[src/rtl/control_fsm.sv]
`default_nettype none
// ============================================================================
// Module      : control_fsm
// Description : Multi-cycle control unit for the 32-bit datapath. It decodes
//               opcode and funct, sequences each instruction and counts
//               retired instructions.
// Revision    : 1.0 - initial release
// ============================================================================
module control_fsm #(
    parameter int n   = 32,
    parameter int opW = 5
) (
    input  logic         clk,
    input  logic         reset,
    input  logic [n-1:0] instruction,
    input  logic         zero,
    input  logic         memReady,
    output logic         memReq,
    output logic         memWrite,
    output logic         irWrite,
    output logic         pcWrite,
    output logic         pcSrc,
    output logic         jump,
    output logic         memToReg,
    output logic         aluSrc,
    output logic         regDst,
    output logic         writeEnable,
    output logic [3:0]   aluControl,
    output logic [3:0]   state,
    output logic         illegal,
    output logic [n-1:0] retired
);

    // Debug encoding seen on the state port.
    typedef enum logic [3:0] {
        S_FETCH   = 4'd0,
        S_DECODE  = 4'd1,
        S_EXEC    = 4'd2,
        S_ALUWB   = 4'd3,
        S_MEMADDR = 4'd4,
        S_MEMRD   = 4'd5,
        S_MEMWB   = 4'd6,
        S_MEMWR   = 4'd7,
        S_BRANCH  = 4'd8,
        S_JUMP    = 4'd9,
        S_HALT    = 4'd10,
        S_ILLEGAL = 4'd11
    } state_t;

    localparam logic [opW-1:0] c_op_rtype = opW'(0);
    localparam logic [opW-1:0] c_op_addi  = opW'(1);
    localparam logic [opW-1:0] c_op_lw    = opW'(2);
    localparam logic [opW-1:0] c_op_sw    = opW'(3);
    localparam logic [opW-1:0] c_op_beq   = opW'(4);
    localparam logic [opW-1:0] c_op_j     = opW'(5);
    localparam logic [opW-1:0] c_op_halt  = '1;

    localparam logic [3:0] c_alu_and = 4'b0000;
    localparam logic [3:0] c_alu_or  = 4'b0001;
    localparam logic [3:0] c_alu_add = 4'b0010;
    localparam logic [3:0] c_alu_sub = 4'b0110;
    localparam logic [3:0] c_alu_slt = 4'b0111;

    state_t         r_state;
    state_t         w_next;
    logic           r_illegal;
    logic [n-1:0]   r_retired;
    logic           w_retire;
    logic [opW-1:0] w_opcode;
    logic [5:0]     w_funct;
    logic           w_funct_ok;
    logic [3:0]     w_funct_alu;
    logic [3:0]     w_exec_alu;
    logic           w_is_rtype;
    logic           w_unused;

    assign w_opcode   = instruction[n-1 -: opW];
    assign w_funct    = instruction[5:0];
    assign w_is_rtype = (w_opcode == c_op_rtype);
    assign w_unused   = ^instruction;

    always_comb begin
        w_funct_ok  = 1'b1;
        w_funct_alu = c_alu_add;
        case (w_funct)
            6'b100000: w_funct_alu = c_alu_add;
            6'b100010: w_funct_alu = c_alu_sub;
            6'b100100: w_funct_alu = c_alu_and;
            6'b100101: w_funct_alu = c_alu_or;
            6'b101010: w_funct_alu = c_alu_slt;
            default:   w_funct_ok  = 1'b0;
        endcase
    end

    assign w_exec_alu = w_is_rtype ? w_funct_alu : c_alu_add;

    always_ff @(posedge clk) begin
        if (reset) begin
            r_state   <= S_FETCH;
            r_illegal <= 1'b0;
            r_retired <= '0;
        end else begin
            r_state <= w_next;
            if (w_next == S_ILLEGAL) begin
                r_illegal <= 1'b1;
            end
            if (w_retire) begin
                r_retired <= r_retired + 1'b1;
            end
        end
    end

    always_comb begin
        w_next      = r_state;
        w_retire    = 1'b0;
        memReq      = 1'b0;
        memWrite    = 1'b0;
        irWrite     = 1'b0;
        pcWrite     = 1'b0;
        pcSrc       = 1'b0;
        jump        = 1'b0;
        memToReg    = 1'b0;
        aluSrc      = 1'b0;
        regDst      = 1'b0;
        writeEnable = 1'b0;
        aluControl  = c_alu_and;
        case (r_state)
            S_FETCH: begin
                memReq     = 1'b1;
                irWrite    = memReady;
                pcWrite    = memReady;
                aluControl = c_alu_add;
                if (memReady) begin
                    w_next = S_DECODE;
                end
            end
            S_DECODE: begin
                case (w_opcode)
                    c_op_rtype: w_next = w_funct_ok ? S_EXEC : S_ILLEGAL;
                    c_op_addi:  w_next = S_EXEC;
                    c_op_lw:    w_next = S_MEMADDR;
                    c_op_sw:    w_next = S_MEMADDR;
                    c_op_beq:   w_next = S_BRANCH;
                    c_op_j:     w_next = S_JUMP;
                    c_op_halt:  w_next = S_HALT;
                    default:    w_next = S_ILLEGAL;
                endcase
            end
            S_EXEC: begin
                aluSrc     = ~w_is_rtype;
                aluControl = w_exec_alu;
                w_next     = S_ALUWB;
            end
            S_ALUWB: begin
                writeEnable = 1'b1;
                regDst      = w_is_rtype;
                aluControl  = w_exec_alu;
                w_retire    = 1'b1;
                w_next      = S_FETCH;
            end
            S_MEMADDR: begin
                aluSrc     = 1'b1;
                aluControl = c_alu_add;
                w_next     = (w_opcode == c_op_lw) ? S_MEMRD : S_MEMWR;
            end
            S_MEMRD: begin
                memReq = 1'b1;
                aluSrc = 1'b1;
                if (memReady) begin
                    w_next = S_MEMWB;
                end
            end
            S_MEMWB: begin
                writeEnable = 1'b1;
                memToReg    = 1'b1;
                w_retire    = 1'b1;
                w_next      = S_FETCH;
            end
            S_MEMWR: begin
                memReq   = 1'b1;
                memWrite = 1'b1;
                aluSrc   = 1'b1;
                if (memReady) begin
                    w_retire = 1'b1;
                    w_next   = S_FETCH;
                end
            end
            S_BRANCH: begin
                aluControl = c_alu_sub;
                pcSrc      = zero;
                pcWrite    = zero;
                w_retire   = 1'b1;
                w_next     = S_FETCH;
            end
            S_JUMP: begin
                jump     = 1'b1;
                pcWrite  = 1'b1;
                w_retire = 1'b1;
                w_next   = S_FETCH;
            end
            S_HALT:    w_next = S_HALT;
            S_ILLEGAL: w_next = S_ILLEGAL;
            default:   w_next = S_FETCH;
        endcase
        // Strobes are forced quiet while reset is held, even mid memory wait.
        if (reset) begin
            memReq      = 1'b0;
            memWrite    = 1'b0;
            irWrite     = 1'b0;
            pcWrite     = 1'b0;
            pcSrc       = 1'b0;
            jump        = 1'b0;
            memToReg    = 1'b0;
            aluSrc      = 1'b0;
            regDst      = 1'b0;
            writeEnable = 1'b0;
            aluControl  = c_alu_and;
        end
    end

    assign state   = r_state;
    assign illegal = r_illegal;
    assign retired = r_retired;

endmodule
`default_nettype wire

[config.mk]
export PLATFORM = sky130hd
export DESIGN_NAME = control_fsm
export DESIGN_NICKNAME = d
export VERILOG_FILES = /design/src/rtl/control_fsm.sv
export SDC_FILE = /design/constraint.sdc
export NUM_CORES = 1
export LEC_CHECK = 0
export CORE_MARGIN = 5
export CORE_UTILIZATION = 57
export CTS_CLUSTER_DIAMETER = 30
export DETAILED_ROUTE_END_ITERATION = 10
export DONT_BUFFER_PORTS = 1
export MAX_ROUTING_LAYER = met4
export PLACE_DENSITY = 0.74
export SETUP_SLACK_MARGIN = 0.3
export SLEW_MARGIN = 20
export SYNTH_ARGS = -nofsm -noshare
export SYNTH_HDL_FRONTEND = slang
export SYNTH_SLANG_ARGS = --single-unit
[constraint.sdc]
create_clock -name clk -period 5.41 [get_ports clk]
set_input_delay 0.8115 -clock clk [delete_from_list [all_inputs] [get_ports clk]]
set_output_delay 0.8115 -clock clk [all_outputs]
set_load 0.02 [all_outputs]
-- Yosys cells after proc, flatten, opt, wreduce, memory -nomap -nowiden
Cells that the tools add are included.
- $add $sub $neg: 1
- multiply operators: 0
- div/mod/pow operators: 0
- $lt $le $gt $ge: 0
- eq/ne operators: 23
- shift operators: 0
- muxes and demuxes: 34
- bitwise logic cells: 1
- reduce and logical (&&, ||, !) cells: 10
- operators by type and width (cell ; count):
    32-bit by 1-bit adder with 32-bit output, second input constant ; 1
    4-bit case mux with 8 select lines ; 1
    6-bit == test, second input constant ; 5
    4-bit two-way mux ; 6
    4-bit case mux with 6 select lines ; 1
    4-bit == test, second input constant ; 5
    1-bit two-way mux ; 20
    4-bit by 3-bit == test with 1-bit output, second input constant ; 4
    3-bit case mux with 4 select lines ; 1
    4-bit case mux with 3 select lines ; 1
    5-bit by 2-bit == test with 1-bit output, second input constant ; 2
    5-bit by 3-bit == test with 1-bit output, second input constant ; 2
    4-bit by 2-bit == test with 1-bit output, second input constant ; 2
    2-bit OR reduction ; 4
    3-bit OR reduction ; 2
    5-bit by 1-bit == test with 1-bit output, second input constant ; 1
    5-bit == test, second input constant ; 1
    5-bit zero test ; 1
    5-bit OR reduction ; 1
    4-bit by 1-bit == test with 1-bit output, second input constant ; 1
    4-bit zero test ; 1
    1-bit case mux with 2 select lines ; 2
    4-bit OR reduction ; 1
    1-bit case mux with 3 select lines ; 1
    other kinds (2) ; 2
- register bits: 37
- bits in latches: 0
- memory bits (writable): 0
- memory bits (read-only): 0
- input bits: 36
- output and inout bits: 51
- memories kept: 0

-- Depth between registers and ports, before layout
- depth after elaboration: 7
- mapped depth: 7
- depth with buffers taken out: 6

-- Worst setup path before layout
OpenSTA, ideal clock, no wires.
- path type: input port to output port
- start point: input instruction[30]
- end point: output aluControl[0]
- arrival: 2.149 ns
- required time: 4.599 ns
- slack: 2.449 ns
- cell stages on the path: 4
- path buffers: 0
- path through: or3_1 > nor3_1 > nand3_1 > nor3b_1
- cells in the longest elaborated chain, start to end: 4
- ends and longest elaborated chain (what ; line ; source):
    start, declared ; 15 ; input logic [n-1:0] instruction,
    5-bit zero test ; 79 ; assign w_is_rtype = (w_opcode == c_op_rtype);
    4-bit two-way mux ; 95 ; assign w_exec_alu = w_is_rtype ? w_funct_alu : c_alu_add;
    4-bit case mux with 3 select lines ; 127 ; case (r_state)
    4-bit two-way mux ; 206 ; if (reset) begin
    end, declared ; 28 ; output logic [3:0] aluControl,
Every way passes these cells.

-- Worst setup path after layout
Same ends and word-level chain as after synthesis.

==> qor.yml <==
die:
  num_rows: 22
  die_x_microns: 72.1
  initial_utilization: 0.595
  die_area_sq_um: 5190
  core_area_sq_um: 3690
  die_h_microns: 72.1
  ios: 87
global_route:
  groute.usage.overall: 0.199
  top_usage_layer: "met2"
  antenna_found_initial: 0
  groute.layer.met1.usage: 0.248
  grt_pass1_vias: 1872
  grt_util_met3: 0.0554
  grt_pass1_wl_mm: 8.30
  met2_usage: 0.320
  grt_overflow: 0
  grt_max_degree: 43
routing:
  drcViolationCount: 0
  wl_mm: 4.97
  vias: 2044
  drt.antenna.violating_nets: 0
  drtPass1Iterations: 4
  viasPerCell: 6.25
  wire_per_inst_microns: 15.2
  drt_iter0_markers: 126
placement:
  io_buffers: 0
  gp_congestion: 0.801
  dpl.hpwl_mm: 3.59
synthesis:
  synth_edf_count: 0
  yosysUniqueCellTypes: 46
  yosys-top-cells-area: "dfxtp_1 34%, a21oi_1 6.4%, o21ai_0 5.9%, or3_1 5.7%, nor2_1 4.3%"
  synthTopCellsByCount: "37 x dfxtp_1, 28 x a21oi_1, 26 x o21ai_0, 25 x nor2_1, 20 x or3_1"
  synth_most_common_cell: "dfxtp_1"
  yosysWarningCount: 0
  synthCells: 287
  synthArstFlopShare: 0
  syn-num-nets: 324
  syn_area_per_cell_sq_um: 7.65
  yosysSeqAreaShare: 0.338
  ys_ff_latch: 37
  synth_top_area_cell: "dfxtp_1"
  synthFlopType: "dfxtp_1"
  synth_top_area_share: 0.338
  syn_area_sq_um: 2190
pwr:
  seq_power_share: 0.456
  power_report.internal_total_w: 0.000506
  power_w: 0.000780
  power_frac_clock: 0.318
  power.leakage_nw: 0.720
  p_sw_frac: 0.351
  power_density_nw_per_um2: 339
  p_sw_w: 0.000274
  max-vdd-ir-drop_mv: 0.155
  comb_power_share: 0.225
final_layout:
  fillCellCount: 356
  drive_gt1_frac: 0.0502
  antenna_cells: 0
  area_growth_syn_to_layout_pct: 4.79
  final_nets: 315
run_status:
  status: "complete, no violations"
sta:
  tightestPinTransition_ns: 0.921
  slew_viol_final: 0
  final_hold_viol_count: 0
  finalSetupTns_ns: 0
  finalSetupViolCount: 0
  fin_crit_ns: 3.10
  skew_ns: 0.00863
  period_share: 0.573
  rsz0062_at_grt: "no"
  fmax_ghz: 0.323
  slew_headroom: 0.380
setup_path:
  worst_ep_arrival_time_ns: 2.29
  path_class: "in2out"
  worstPathRequired_ns: 4.60
  startpoint_type: "input pin"
  cp-endpoint: "aluControl[0]"
  end_kind: "primary output"
  critPathSlowestCell: "nor3b_1"
  crit_path_start: "instruction[30]"
  timing.critical_path.buf_inv: 0
  path_cells: "or3_1 -> nor3_1 -> nand3_1 -> nor3b_1"
  max_stage_delay_ns: 0.58
  crit_fanout: 5
  crit_cells: 4
  r2r-start: "state[1]$_SDFF_PP0_"
  r2r-end: "retired[20]$_SDFFE_PP0P_"
  critPathTopFamily: "simple AND/OR/NAND/NOR gates"
  r2r_slack_ns: 2.68
  ff2ff_path_depth: 6
cts:
  cts_hold_buf: 0
  path_clk_slew_ns: 0.07
  cts-root-buf: "clkbuf_8"
  clk_latency_ns: 0.29
  h-tree-depth: 2
  clock_path_buffers: 2
  postCtsSetupBuffers: 0
  cts_resized: 0
  tritoncts: "yes"
  numCtsBuffers: 5
  cts_sinks: 37
hold_path:
  hp-class: "in2reg"
job:
  max_cap_viol_count: 0
## cells in the final DEF, fill, tap and decap left out, drive strengths merged, types with 2 or more instances in the layout
cell type and n:
a21oi 28, o21ai 26, o31ai 3, a31oi 2
nand4 6, nor3 8, clkbuf 8, nand2 18
nor3b 3, inv 9, and4 2, nand2b 9
nand3 11, and3 8, o211ai 4, nor4 5
xnor2 5, o2111ai 5, mux2i 3, or3 20
xor2 8, a211oi 2, nor2b 4, nor2 25
dfxtp 37, a22oi 3
## cells by family after synthesis
group | after synthesis | share of synthesized area
AO/OA/AOI/OAI | 81 | 0.227
buffers and inverters | 26 | 0.0513
XOR/XNOR | 13 | 0.0519
other | 1 | 0.00171
adder cells (fa/ha/maj) | 1 | 0.00570
AND/OR/NAND/NOR | 125 | 0.311
flip-flops | 37 | 0.338
multiplexers | 3 | 0.0137
## area by class of cell
type	instances	area, sq um	share of cell area
repair buffers	1	7.51	0.00326
clock inverters	1	30.0	0.0131
well taps	48	60.1	0.0261
multi-input cells	224	1340	0.583
flip-flops and latches	37	741	0.322
inverters	9	33.8	0.0147
clock buffers	7	86.3	0.0375
## how the worst min path moves through the flow
| stage | from | slack, ns | end | depth (start not counted) |
|---|---|---|---|---|
| floorplan | retired[31]$_SDFFE_PP0P_ | 0.56 | retired[31]$_SDFFE_PP0P_ | 2 |
| global placement | retired[31]$_SDFFE_PP0P_ | 0.57 | retired[31]$_SDFFE_PP0P_ | 2 |
| detailed placement | retired[25]$_SDFFE_PP0P_ | 0.59 | retired[25]$_SDFFE_PP0P_ | 2 |
| CTS | reset | 0.57 | retired[11]$_SDFFE_PP0P_ | 1 |
| global route | reset | 0.57 | retired[22]$_SDFFE_PP0P_ | 1 |
| finish | reset | 0.58 | retired[29]$_SDFFE_PP0P_ | 1 |
## per-layer routing
metal  share of wire  up-vias
met5               0        -
met4           0.010        0
met3           0.070        7
met2            0.47       49
met1            0.45      958
li1                -     1030
## flip-flops by register name (all words and copies together) (netlist names)
name / flops
illegal: 1
state: 4
retired: 32
## stage by stage
step | instance area (sq um) | util | worst slack (ns) | hold WS (ns) | std cells
2_1_floorplan | 2190 | - | 2.45 | 0.558 | 287
5_1_grt | 2300 | 0.623 | 2.17 | 0.573 | 327
4_1_cts | 2290 | 0.621 | 2.29 | 0.574 | 326
3_3_place_gp | 2180 | 0.590 | 2.30 | 0.567 | 318
3_5_place_dp | 2180 | 0.590 | 2.29 | 0.588 | 318
6_report | 2300 | 0.623 | 2.31 | 0.583 | 327
## power groups by stage
stage | registers (W) | clock network, W | logic, W
after CTS | 0.000356 | 0.000252 | 0.000176
after global routing | 0.000362 | 0.000264 | 0.000198
after detailed placement | 0.000363 | 0 | 0.000175
after global placement | 0.000361 | 0 | 0.000175
after floorplan | 0.000319 | 0 | 0.000200
final | 0.000356 | 0.000248 | 0.000176
(Power assumes the default switching activity.)
